[src/rtl/dcim_pkg.sv]
// Shared types and defaults for the DCIM sequencer: FSM state encoding, bus widths
// and the row-index to one-hot word-line helper.
package dcim_pkg;

    localparam int DEF_ROWS = 8;
    localparam int DEF_DW   = 24;
    localparam int DEF_XW   = 192;
    localparam int DEF_OW   = 51;
    localparam int DEF_TMO  = 1024;
    localparam int MAX_ROWS = 64;

    typedef enum logic [2:0] {
        IDLE,
        W_DRV,
        W_HOLD,
        W_GAP,
        C_SET,
        C_GO1,
        C_GO2,
        C_WAIT
    } state_e;

    // Out-of-range rows yield an all-zero word-line vector.
    function automatic logic [MAX_ROWS-1:0] onehot_row(input int row, input int rows);
        onehot_row = '0;
        if (row >= 0 && row < rows && row < MAX_ROWS) begin
            onehot_row = MAX_ROWS'(1) << row;
        end
    endfunction

endpackage

[src/rtl/dcim_if.sv]
// Request, result and macro-drive bundle of the DCIM sequencer; slave is the sequencer view,
// master the requester/macro view. Handshakes are valid/ready, result held until r_ready.
interface dcim_if
    import dcim_pkg::*;
#(
    parameter int ROWS = DEF_ROWS,
    parameter int DW   = DEF_DW,
    parameter int XW   = DEF_XW,
    parameter int OW   = DEF_OW
);
    localparam int RW = (ROWS > 1) ? $clog2(ROWS) : 1;

    logic            cfg_cima;
    logic            cfg_inwidth;
    logic            cfg_wwidth;

    logic            w_valid;
    logic            w_ready;
    logic [RW-1:0]   w_row;
    logic [DW-1:0]   w_data;

    logic            c_valid;
    logic            c_ready;
    logic [XW-1:0]   c_x;

    logic            r_valid;
    logic            r_ready;
    logic [OW-1:0]   r_data;
    logic            r_tmo;

    logic [ROWS-1:0] wmask;
    logic            wclr;
    logic            busy;

    logic [ROWS-1:0] m_WA;
    logic [DW-1:0]   m_D;
    logic [XW-1:0]   m_xin0;
    logic            m_start;
    logic            m_cima;
    logic            m_inwidth;
    logic            m_wwidth;
    logic [OW-1:0]   m_nout;
    logic            m_st;

    modport slave (
        input  cfg_cima, cfg_inwidth, cfg_wwidth,
        input  w_valid, w_row, w_data,
        output w_ready,
        input  c_valid, c_x,
        output c_ready,
        output r_valid, r_data, r_tmo,
        input  r_ready,
        output wmask, busy,
        input  wclr,
        output m_WA, m_D, m_xin0, m_start, m_cima, m_inwidth, m_wwidth,
        input  m_nout, m_st
    );

    modport master (
        output cfg_cima, cfg_inwidth, cfg_wwidth,
        output w_valid, w_row, w_data,
        input  w_ready,
        output c_valid, c_x,
        input  c_ready,
        input  r_valid, r_data, r_tmo,
        output r_ready,
        input  wmask, busy,
        output wclr,
        input  m_WA, m_D, m_xin0, m_start, m_cima, m_inwidth, m_wwidth,
        output m_nout, m_st
    );

endinterface

[src/rtl/dcim_st_watch.sv]
// Completion watcher: rising-edge detect on st and a timeout counter while armed; pulses
// are combinational in the deciding cycle. No backpressure, arm is a one-cycle strobe.
module dcim_st_watch
    import dcim_pkg::*;
#(
    parameter int TMO = DEF_TMO
) (
    input  logic clk,
    input  logic rst,
    input  logic st_i,
    input  logic arm_i,
    output logic done_pulse_o,
    output logic tmo_pulse_o
);
    localparam int CW = $clog2(TMO);

    logic          st_q;
    logic          armed_q, armed_d;
    logic [CW-1:0] cnt_q, cnt_d;
    logic          st_rise;

    assign st_rise      = st_i & ~st_q;
    assign done_pulse_o = armed_q & st_rise;
    // An edge in the final counted cycle still counts as completion.
    assign tmo_pulse_o  = armed_q & ~st_rise & (cnt_q == CW'(TMO - 1));

    always_comb begin
        armed_d = armed_q;
        cnt_d   = cnt_q;
        if (arm_i) begin
            armed_d = 1'b1;
            cnt_d   = '0;
        end else if (done_pulse_o || tmo_pulse_o) begin
            armed_d = 1'b0;
            cnt_d   = '0;
        end else if (armed_q) begin
            cnt_d   = cnt_q + CW'(1);
        end
    end

    always_ff @(posedge clk) begin
        if (rst) begin
            st_q    <= 1'b0;
            armed_q <= 1'b0;
            cnt_q   <= '0;
        end else begin
            st_q    <= st_i;
            armed_q <= armed_d;
            cnt_q   <= cnt_d;
        end
    end

endmodule

[src/rtl/dcim_seq_ctrl.sv]
// DCIM macro sequencer: write = 4 cycles accept-to-ready, compute = start 2 cycles after accept,
// result 1 cycle after the st edge or TMO cycles after wait entry. Compute stalls while a result is unread.
module dcim_seq_ctrl
    import dcim_pkg::*;
#(
    parameter int ROWS = DEF_ROWS,
    parameter int DW   = DEF_DW,
    parameter int XW   = DEF_XW,
    parameter int OW   = DEF_OW,
    parameter int TMO  = DEF_TMO
) (
    input  logic  clk,
    input  logic  rst,
    dcim_if.slave bus
);
    localparam int RW = (ROWS > 1) ? $clog2(ROWS) : 1;

    state_e          state_q, state_d;
    logic [RW-1:0]   row_q, row_d;
    logic [ROWS-1:0] wa_q, wa_d;
    logic [ROWS-1:0] wmask_q, wmask_d;
    logic [DW-1:0]   data_q, data_d;
    logic [XW-1:0]   xin_q, xin_d;
    logic            start_q, start_d;
    logic [2:0]      mode_q, mode_d;
    logic            r_valid_q, r_valid_d;
    logic [OW-1:0]   r_data_q, r_data_d;
    logic            r_tmo_q, r_tmo_d;

    logic            w_acc, c_acc;
    logic            arm, done_pulse, tmo_pulse;

    assign arm = (state_q == C_GO2);

    dcim_st_watch #(.TMO(TMO)) u_st_watch (
        .clk          (clk),
        .rst          (rst),
        .st_i         (bus.m_st),
        .arm_i        (arm),
        .done_pulse_o (done_pulse),
        .tmo_pulse_o  (tmo_pulse)
    );

    always_comb begin
        state_d = state_q;
        w_acc   = 1'b0;
        c_acc   = 1'b0;
        case (state_q)
            IDLE: begin
                // Writes take priority; they may also proceed while a result is unread.
                if (bus.w_valid) begin
                    w_acc   = 1'b1;
                    state_d = W_DRV;
                end else if (bus.c_valid && !r_valid_q) begin
                    c_acc   = 1'b1;
                    state_d = C_SET;
                end
            end
            W_DRV:   state_d = W_HOLD;
            W_HOLD:  state_d = W_GAP;
            W_GAP:   state_d = IDLE;
            C_SET:   state_d = C_GO1;
            C_GO1:   state_d = C_GO2;
            C_GO2:   state_d = C_WAIT;
            C_WAIT: begin
                if (done_pulse || tmo_pulse) begin
                    state_d = IDLE;
                end
            end
            default: state_d = IDLE;
        endcase
    end

    always_comb begin
        row_d     = w_acc ? bus.w_row  : row_q;
        data_d    = w_acc ? bus.w_data : data_q;
        xin_d     = c_acc ? bus.c_x    : xin_q;
        mode_d    = (w_acc || c_acc) ? {bus.cfg_cima, bus.cfg_inwidth, bus.cfg_wwidth} : mode_q;
        wa_d      = '0;
        if (state_d == W_DRV || state_d == W_HOLD) begin
            wa_d = ROWS'(onehot_row(int'(row_d), ROWS));
        end
        start_d   = (state_d == C_GO1) || (state_d == C_GO2);

        wmask_d   = wmask_q;
        if (state_q == IDLE && bus.wclr) begin
            wmask_d = '0;
        end
        if (state_q == W_HOLD) begin
            wmask_d = wmask_q | ROWS'(onehot_row(int'(row_q), ROWS));
        end

        r_valid_d = r_valid_q;
        r_data_d  = r_data_q;
        r_tmo_d   = r_tmo_q;
        if (done_pulse) begin
            r_valid_d = 1'b1;
            r_data_d  = bus.m_nout;
            r_tmo_d   = 1'b0;
        end else if (tmo_pulse) begin
            r_valid_d = 1'b1;
            r_data_d  = '0;
            r_tmo_d   = 1'b1;
        end else if (r_valid_q && bus.r_ready) begin
            r_valid_d = 1'b0;
        end
    end

    always_ff @(posedge clk) begin
        if (rst) begin
            state_q   <= IDLE;
            row_q     <= '0;
            wa_q      <= '0;
            wmask_q   <= '0;
            data_q    <= '0;
            xin_q     <= '0;
            start_q   <= 1'b0;
            mode_q    <= '0;
            r_valid_q <= 1'b0;
            r_data_q  <= '0;
            r_tmo_q   <= 1'b0;
        end else begin
            state_q   <= state_d;
            row_q     <= row_d;
            wa_q      <= wa_d;
            wmask_q   <= wmask_d;
            data_q    <= data_d;
            xin_q     <= xin_d;
            start_q   <= start_d;
            mode_q    <= mode_d;
            r_valid_q <= r_valid_d;
            r_data_q  <= r_data_d;
            r_tmo_q   <= r_tmo_d;
        end
    end

    assign bus.w_ready   = (state_q == IDLE) && !rst;
    assign bus.c_ready   = (state_q == IDLE) && !r_valid_q && !rst;
    assign bus.busy      = (state_q != IDLE);
    assign bus.wmask     = wmask_q;
    assign bus.r_valid   = r_valid_q;
    assign bus.r_data    = r_data_q;
    assign bus.r_tmo     = r_tmo_q;
    assign bus.m_WA      = wa_q;
    assign bus.m_D       = data_q;
    assign bus.m_xin0    = xin_q;
    assign bus.m_start   = start_q;
    assign bus.m_cima    = mode_q[2];
    assign bus.m_inwidth = mode_q[1];
    assign bus.m_wwidth  = mode_q[0];

endmodule

[src/flat_wrapper.sv]
// flat-port wrapper written by rule: the top's interface ports become plain ports
module dcim_seq_ctrl_flat import dcim_pkg::*;
#(
    parameter int ROWS = DEF_ROWS,
    parameter int DW   = DEF_DW,
    parameter int XW   = DEF_XW,
    parameter int OW   = DEF_OW,
    parameter int TMO  = DEF_TMO
)
  (clk, rst, bus_cfg_cima, bus_cfg_inwidth, bus_cfg_wwidth, bus_w_valid, bus_w_row, bus_w_data, bus_w_ready, bus_c_valid, bus_c_x, bus_c_ready, bus_r_valid, bus_r_data, bus_r_tmo, bus_r_ready, bus_wmask, bus_busy, bus_wclr, bus_m_WA, bus_m_D, bus_m_xin0, bus_m_start, bus_m_cima, bus_m_inwidth, bus_m_wwidth, bus_m_nout, bus_m_st);
  dcim_if #(.ROWS(ROWS), .DW(DW), .XW(XW), .OW(OW)) bus_i ();
  input  logic clk;
  input  logic rst;
  input wire logic [$bits(bus_i.cfg_cima)-1:0] bus_cfg_cima;
  input wire logic [$bits(bus_i.cfg_inwidth)-1:0] bus_cfg_inwidth;
  input wire logic [$bits(bus_i.cfg_wwidth)-1:0] bus_cfg_wwidth;
  input wire logic [$bits(bus_i.w_valid)-1:0] bus_w_valid;
  input wire logic [$bits(bus_i.w_row)-1:0] bus_w_row;
  input wire logic [$bits(bus_i.w_data)-1:0] bus_w_data;
  output wire logic [$bits(bus_i.w_ready)-1:0] bus_w_ready;
  input wire logic [$bits(bus_i.c_valid)-1:0] bus_c_valid;
  input wire logic [$bits(bus_i.c_x)-1:0] bus_c_x;
  output wire logic [$bits(bus_i.c_ready)-1:0] bus_c_ready;
  output wire logic [$bits(bus_i.r_valid)-1:0] bus_r_valid;
  output wire logic [$bits(bus_i.r_data)-1:0] bus_r_data;
  output wire logic [$bits(bus_i.r_tmo)-1:0] bus_r_tmo;
  input wire logic [$bits(bus_i.r_ready)-1:0] bus_r_ready;
  output wire logic [$bits(bus_i.wmask)-1:0] bus_wmask;
  output wire logic [$bits(bus_i.busy)-1:0] bus_busy;
  input wire logic [$bits(bus_i.wclr)-1:0] bus_wclr;
  output wire logic [$bits(bus_i.m_WA)-1:0] bus_m_WA;
  output wire logic [$bits(bus_i.m_D)-1:0] bus_m_D;
  output wire logic [$bits(bus_i.m_xin0)-1:0] bus_m_xin0;
  output wire logic [$bits(bus_i.m_start)-1:0] bus_m_start;
  output wire logic [$bits(bus_i.m_cima)-1:0] bus_m_cima;
  output wire logic [$bits(bus_i.m_inwidth)-1:0] bus_m_inwidth;
  output wire logic [$bits(bus_i.m_wwidth)-1:0] bus_m_wwidth;
  input wire logic [$bits(bus_i.m_nout)-1:0] bus_m_nout;
  input wire logic [$bits(bus_i.m_st)-1:0] bus_m_st;
  assign bus_i.cfg_cima = bus_cfg_cima;
  assign bus_i.cfg_inwidth = bus_cfg_inwidth;
  assign bus_i.cfg_wwidth = bus_cfg_wwidth;
  assign bus_i.w_valid = bus_w_valid;
  assign bus_i.w_row = bus_w_row;
  assign bus_i.w_data = bus_w_data;
  assign bus_w_ready = bus_i.w_ready;
  assign bus_i.c_valid = bus_c_valid;
  assign bus_i.c_x = bus_c_x;
  assign bus_c_ready = bus_i.c_ready;
  assign bus_r_valid = bus_i.r_valid;
  assign bus_r_data = bus_i.r_data;
  assign bus_r_tmo = bus_i.r_tmo;
  assign bus_i.r_ready = bus_r_ready;
  assign bus_wmask = bus_i.wmask;
  assign bus_busy = bus_i.busy;
  assign bus_i.wclr = bus_wclr;
  assign bus_m_WA = bus_i.m_WA;
  assign bus_m_D = bus_i.m_D;
  assign bus_m_xin0 = bus_i.m_xin0;
  assign bus_m_start = bus_i.m_start;
  assign bus_m_cima = bus_i.m_cima;
  assign bus_m_inwidth = bus_i.m_inwidth;
  assign bus_m_wwidth = bus_i.m_wwidth;
  assign bus_i.m_nout = bus_m_nout;
  assign bus_i.m_st = bus_m_st;
  dcim_seq_ctrl #(.ROWS(ROWS), .DW(DW), .XW(XW), .OW(OW), .TMO(TMO)) u_core (.clk(clk), .rst(rst), .bus(bus_i));
endmodule
[config.mk]
export PLATFORM = sky130hd
export DESIGN_NAME = dcim_seq_ctrl_flat
export DESIGN_NICKNAME = d
export VERILOG_FILES = /design/src/rtl/dcim_pkg.sv /design/src/rtl/dcim_if.sv /design/src/rtl/dcim_st_watch.sv /design/src/rtl/dcim_seq_ctrl.sv /design/src/flat_wrapper.sv
export SDC_FILE = /design/constraint.sdc
export NUM_CORES = 1
export LEC_CHECK = 0
export ABC_AREA = 1
export CAP_MARGIN = 10
export CORE_AREA = 2 2 225 227
export DETAILED_ROUTE_END_ITERATION = 12
export DIE_AREA = 0 0 227 229
export GPL_TIMING_DRIVEN = 1
export RECOVER_POWER = 50
export SYNTH_ARGS = -nofsm -noshare
export SYNTH_HDL_FRONTEND = slang
export SYNTH_SLANG_ARGS = --single-unit
[constraint.sdc]
create_clock -name clk -period 2.8 [get_ports clk]
set_input_delay 0.56 -clock clk [delete_from_list [all_inputs] [get_ports clk]]
set_output_delay 0.56 -clock clk [all_outputs]
set_load 0.1 [all_outputs]
==> flow_summary_export.csv <==
group,metric,value,unit
logic_synthesis,postSynthCellCount,1371,
routing,drt-pass1-iter-count,5,
timing,setup_viol_count_final,0,
clocking,cts.reportedPaths.clkPinSlew,60,ps
setup_path,startpoint_type,"flop",
setup_path,r2r_cells,7,
logic_synthesis,syn_nets,1652,
timing,slew_violations,0,
setup_path,slowest_stage,"clkbuf_1",
clocking,cts_buffers,35,
logic_synthesis,ys_ff_latch,307,
min_path,hold_class,"in2reg",
timing,fin_crit,2370,ps
floorplan,row_count,82,
setup_path,rr_startpoint,"u_core.u_st_watch.cnt_q[1]",
clocking,post-cts-setup-buffer-count,0,
grt,grt_busiest_layer,"met2",
grt,grt_pass1_vias,10700,
timing,hold_violations,0,
logic_synthesis,synth_edf_count,0,
floorplan,boundaryPins,572,
floorplan,fp.dieW,227,µm
placed_design,gp_congestion,0.799,
setup_path,crit_family,"buffers and inverters",
clocking,cts-resized-gates,0,
pwr,vdd_drop_max,0.384,mV
setup_path,worstPathArrival,1810,ps
grt,grt_util_met1,0.159,
setup_path,max_stage_delay,950,ps
setup_path,r2r-end,"u_core.bus.r_data[40]",
logic_synthesis,synth_seq_area_share,0.564,
timing,fin_worst_skew,9.75,ps
timing,worst_slack,430,ps
grt,overflow,0,
setup_path,cp_num_buf_inv,1,
setup_path,worstSetupPathType,"reg2out",
routing,drt-total-wl,39.3,mm
setup_path,worstPathRequired,2240,ps
placed_design,io_buffer_count,571,
pwr,leakage,6.15,nW
logic_synthesis,netlist_area,10900,µm²
grt,grt_pass1_wl,58.9,mm
pwr,power_density,809,nW/µm²
routing,dr.first_iter.drc_count,424,
timing,fin_tns_setup,0,ps
timing,slew_headroom,0.131,
setup_path,cp-endpoint,"bus_m_D[8]",
setup_path,cp_max_fo,2,
placed_design,place_ws,336,ps
clocking,clk_latency,520,ps
setup_path,cp_cell_sequence,"clkbuf_1",
logic_synthesis,postSynthAreaPerCell,7.94,µm²
clocking,clock_path_buffers,3,
layout,drive_above_1_share,0.0628,
routing,wire_per_inst,15.1,µm
grt,grtUsageTotal,0.144,
grt,use_met3,0.0490,
floorplan,dieArea,52000,µm²
clocking,htreeDepth,2,
logic_synthesis,synth_flop_cell,"dfxtp_1",
clocking,cts_hold_buf,0,
run_status,status,"finished, final reports clean",
logic_synthesis,ys_types,32,
job,drv_cap,0,
timing,fmax,422,MHz
layout,final_nets,2188,
floorplan,coreArea,49700,µm²
setup_path,critPathCaptureType,"output pin",
grt,grt_max_degree,117,
floorplan,start_util,0.219,
clocking,root_buffer,"clkbuf_16",
clocking,cts_tree,"yes",
timing,tightestPinTransition,1310,ps
setup_path,crit_path_start,"u_core.bus.m_D[8]",
logic_synthesis,async_reset_ff_frac,0,
routing,drc,0,
placed_design,dp_hpwl,28.5,mm
layout,syn_to_final_growth,52.5,%
grt,use_met2,0.255,
routing,avgViaCountPerCell,4.17,
timing,rsz0062_at_grt,"no",
routing,ant_nets,0,
setup_path,critical_path_depth,1,
floorplan,dieHeight,229,µm
timing,period_share,0.846,
logic_synthesis,ys_warn_count,0,
clocking,clkSinkCount,307,
routing,vias,10800,
grt,antenna_found_initial,3,
setup_path,r2r_slack,520,ps
flip-flops by register name, indices dropped and copies added (netlist names):
name,flops
u_core.u_st_watch.st_q,1
u_core.bus.m_D,24
u_core.bus.m_xin0,192
u_core.row_q,3
u_core.mode_q,3
u_core.u_st_watch.armed_q,1
u_core.bus.r_tmo,1
u_core.bus.m_start,1
u_core.bus.m_WA,8
u_core.u_st_watch.cnt_q,10
u_core.bus.r_valid,1
u_core.bus.r_data,51
u_core.bus.wmask,8
u_core.state_q,3
how the worst min path moves through the flow:
stage / start / endpoint / slack [ps] / cells past startpoint
global route: rst / u_core.row_q[2] / 390 / 2
CTS: rst / u_core.row_q[2] / 360 / 2
global placement: u_core.u_st_watch.cnt_q[9] / u_core.u_st_watch.cnt_q[9] / 430 / 2
floorplan: u_core.u_st_watch.cnt_q[9] / u_core.u_st_watch.cnt_q[9] / 420 / 2
detailed placement: u_core.u_st_watch.cnt_q[9] / u_core.u_st_watch.cnt_q[9] / 440 / 2
finish: rst / u_core.row_q[2] / 400 / 2
layout by cell type (no fill, tap or decap), types with 9 or more instances in the layout:
cell,instances
clkbuf_1,260
nand2_1,93
a21oi_1,69
nor2_1,479
o21ai_0,147
buf_12,9
clkdlybuf4s50_1,278
nand3_1,56
buf_4,55
dfxtp_1,307
clkbuf_16,37
o21ai_1,76
inv_1,27
cell type report:
| class | count | area (µm²) |
|---|---|---|
| Sequential cell | 307 | 6150 |
| Multi-Input combinational cell | 939 | 4050 |
| Timing Repair Buffer | 593 | 4320 |
| Fill cell | 5437 | 33100 |
| Inverter | 31 | 129 |
| Tap cell | 672 | 841 |
| Clock inverter | 5 | 75.1 |
| Clock buffer | 53 | 1040 |
| Antenna cell | 1 | 2.50 |
Yosys cell counts (all sizes together) (2+ instances only):
master,instances,share of area
nor3,3,0.0014
nor2,480,0.17
o21ai,223,0.10
a21oi,69,0.032
clkbuf,52,0.019
nor3b,2,0.0014
nand4,2,0.0011
dfxtp,307,0.56
nand3,57,0.027
xor2,2,0.0016
nand2,95,0.035
clkinv,2,0.00080
buf,42,0.032
inv,29,0.010
worst register-to-register path: cells and delay by family (launching register included):
| kind | cells | cell delay (ps) |
|---|---|---|
| flops | 1 | 350 |
| compound gates | 1 | 70 |
| fa+ha+maj | 1 | 150 |
| simple gates | 4 | 1110 |
| buf+inv | 1 | 420 |
report_power, final:
group          internal, mW  total [mW]  leakage (nW)  switching, mW
clock                  2.72        4.50         0.545           1.78
combinational         0.808        4.03          3.10           3.22
sequential             4.71        4.89          2.50          0.181
per-layer routing:
layer	routed length [µm]	vias up	part of all wire
met5	24	-	0.00061
met4	929	4	0.024
met3	3260	58	0.083
met2	19100	377	0.49
met1	16000	4921	0.41
li1	-	5489	-
logic make-up after synthesis:
logic type      synth area share
xor+xnor                 0.00241
buf+inv                   0.0625
simple gates               0.233
flops                      0.564
compound gates             0.136
fa+ha+maj                0.00115
stage by stage:
step	hold WS, ps	area, µm²	utilization	total power, mW	std cells
detailed placement	439	16500	0.331	9.30	2542
global placement	429	16500	0.331	9.26	2542
global route	393	16600	0.334	14.0	2601
CTS	360	17600	0.354	13.9	2600
finish	404	16600	0.334	13.4	2601
floorplan	422	10900	-	8.09	1371
No activity file was read; power rests on OpenSTA's default activity.
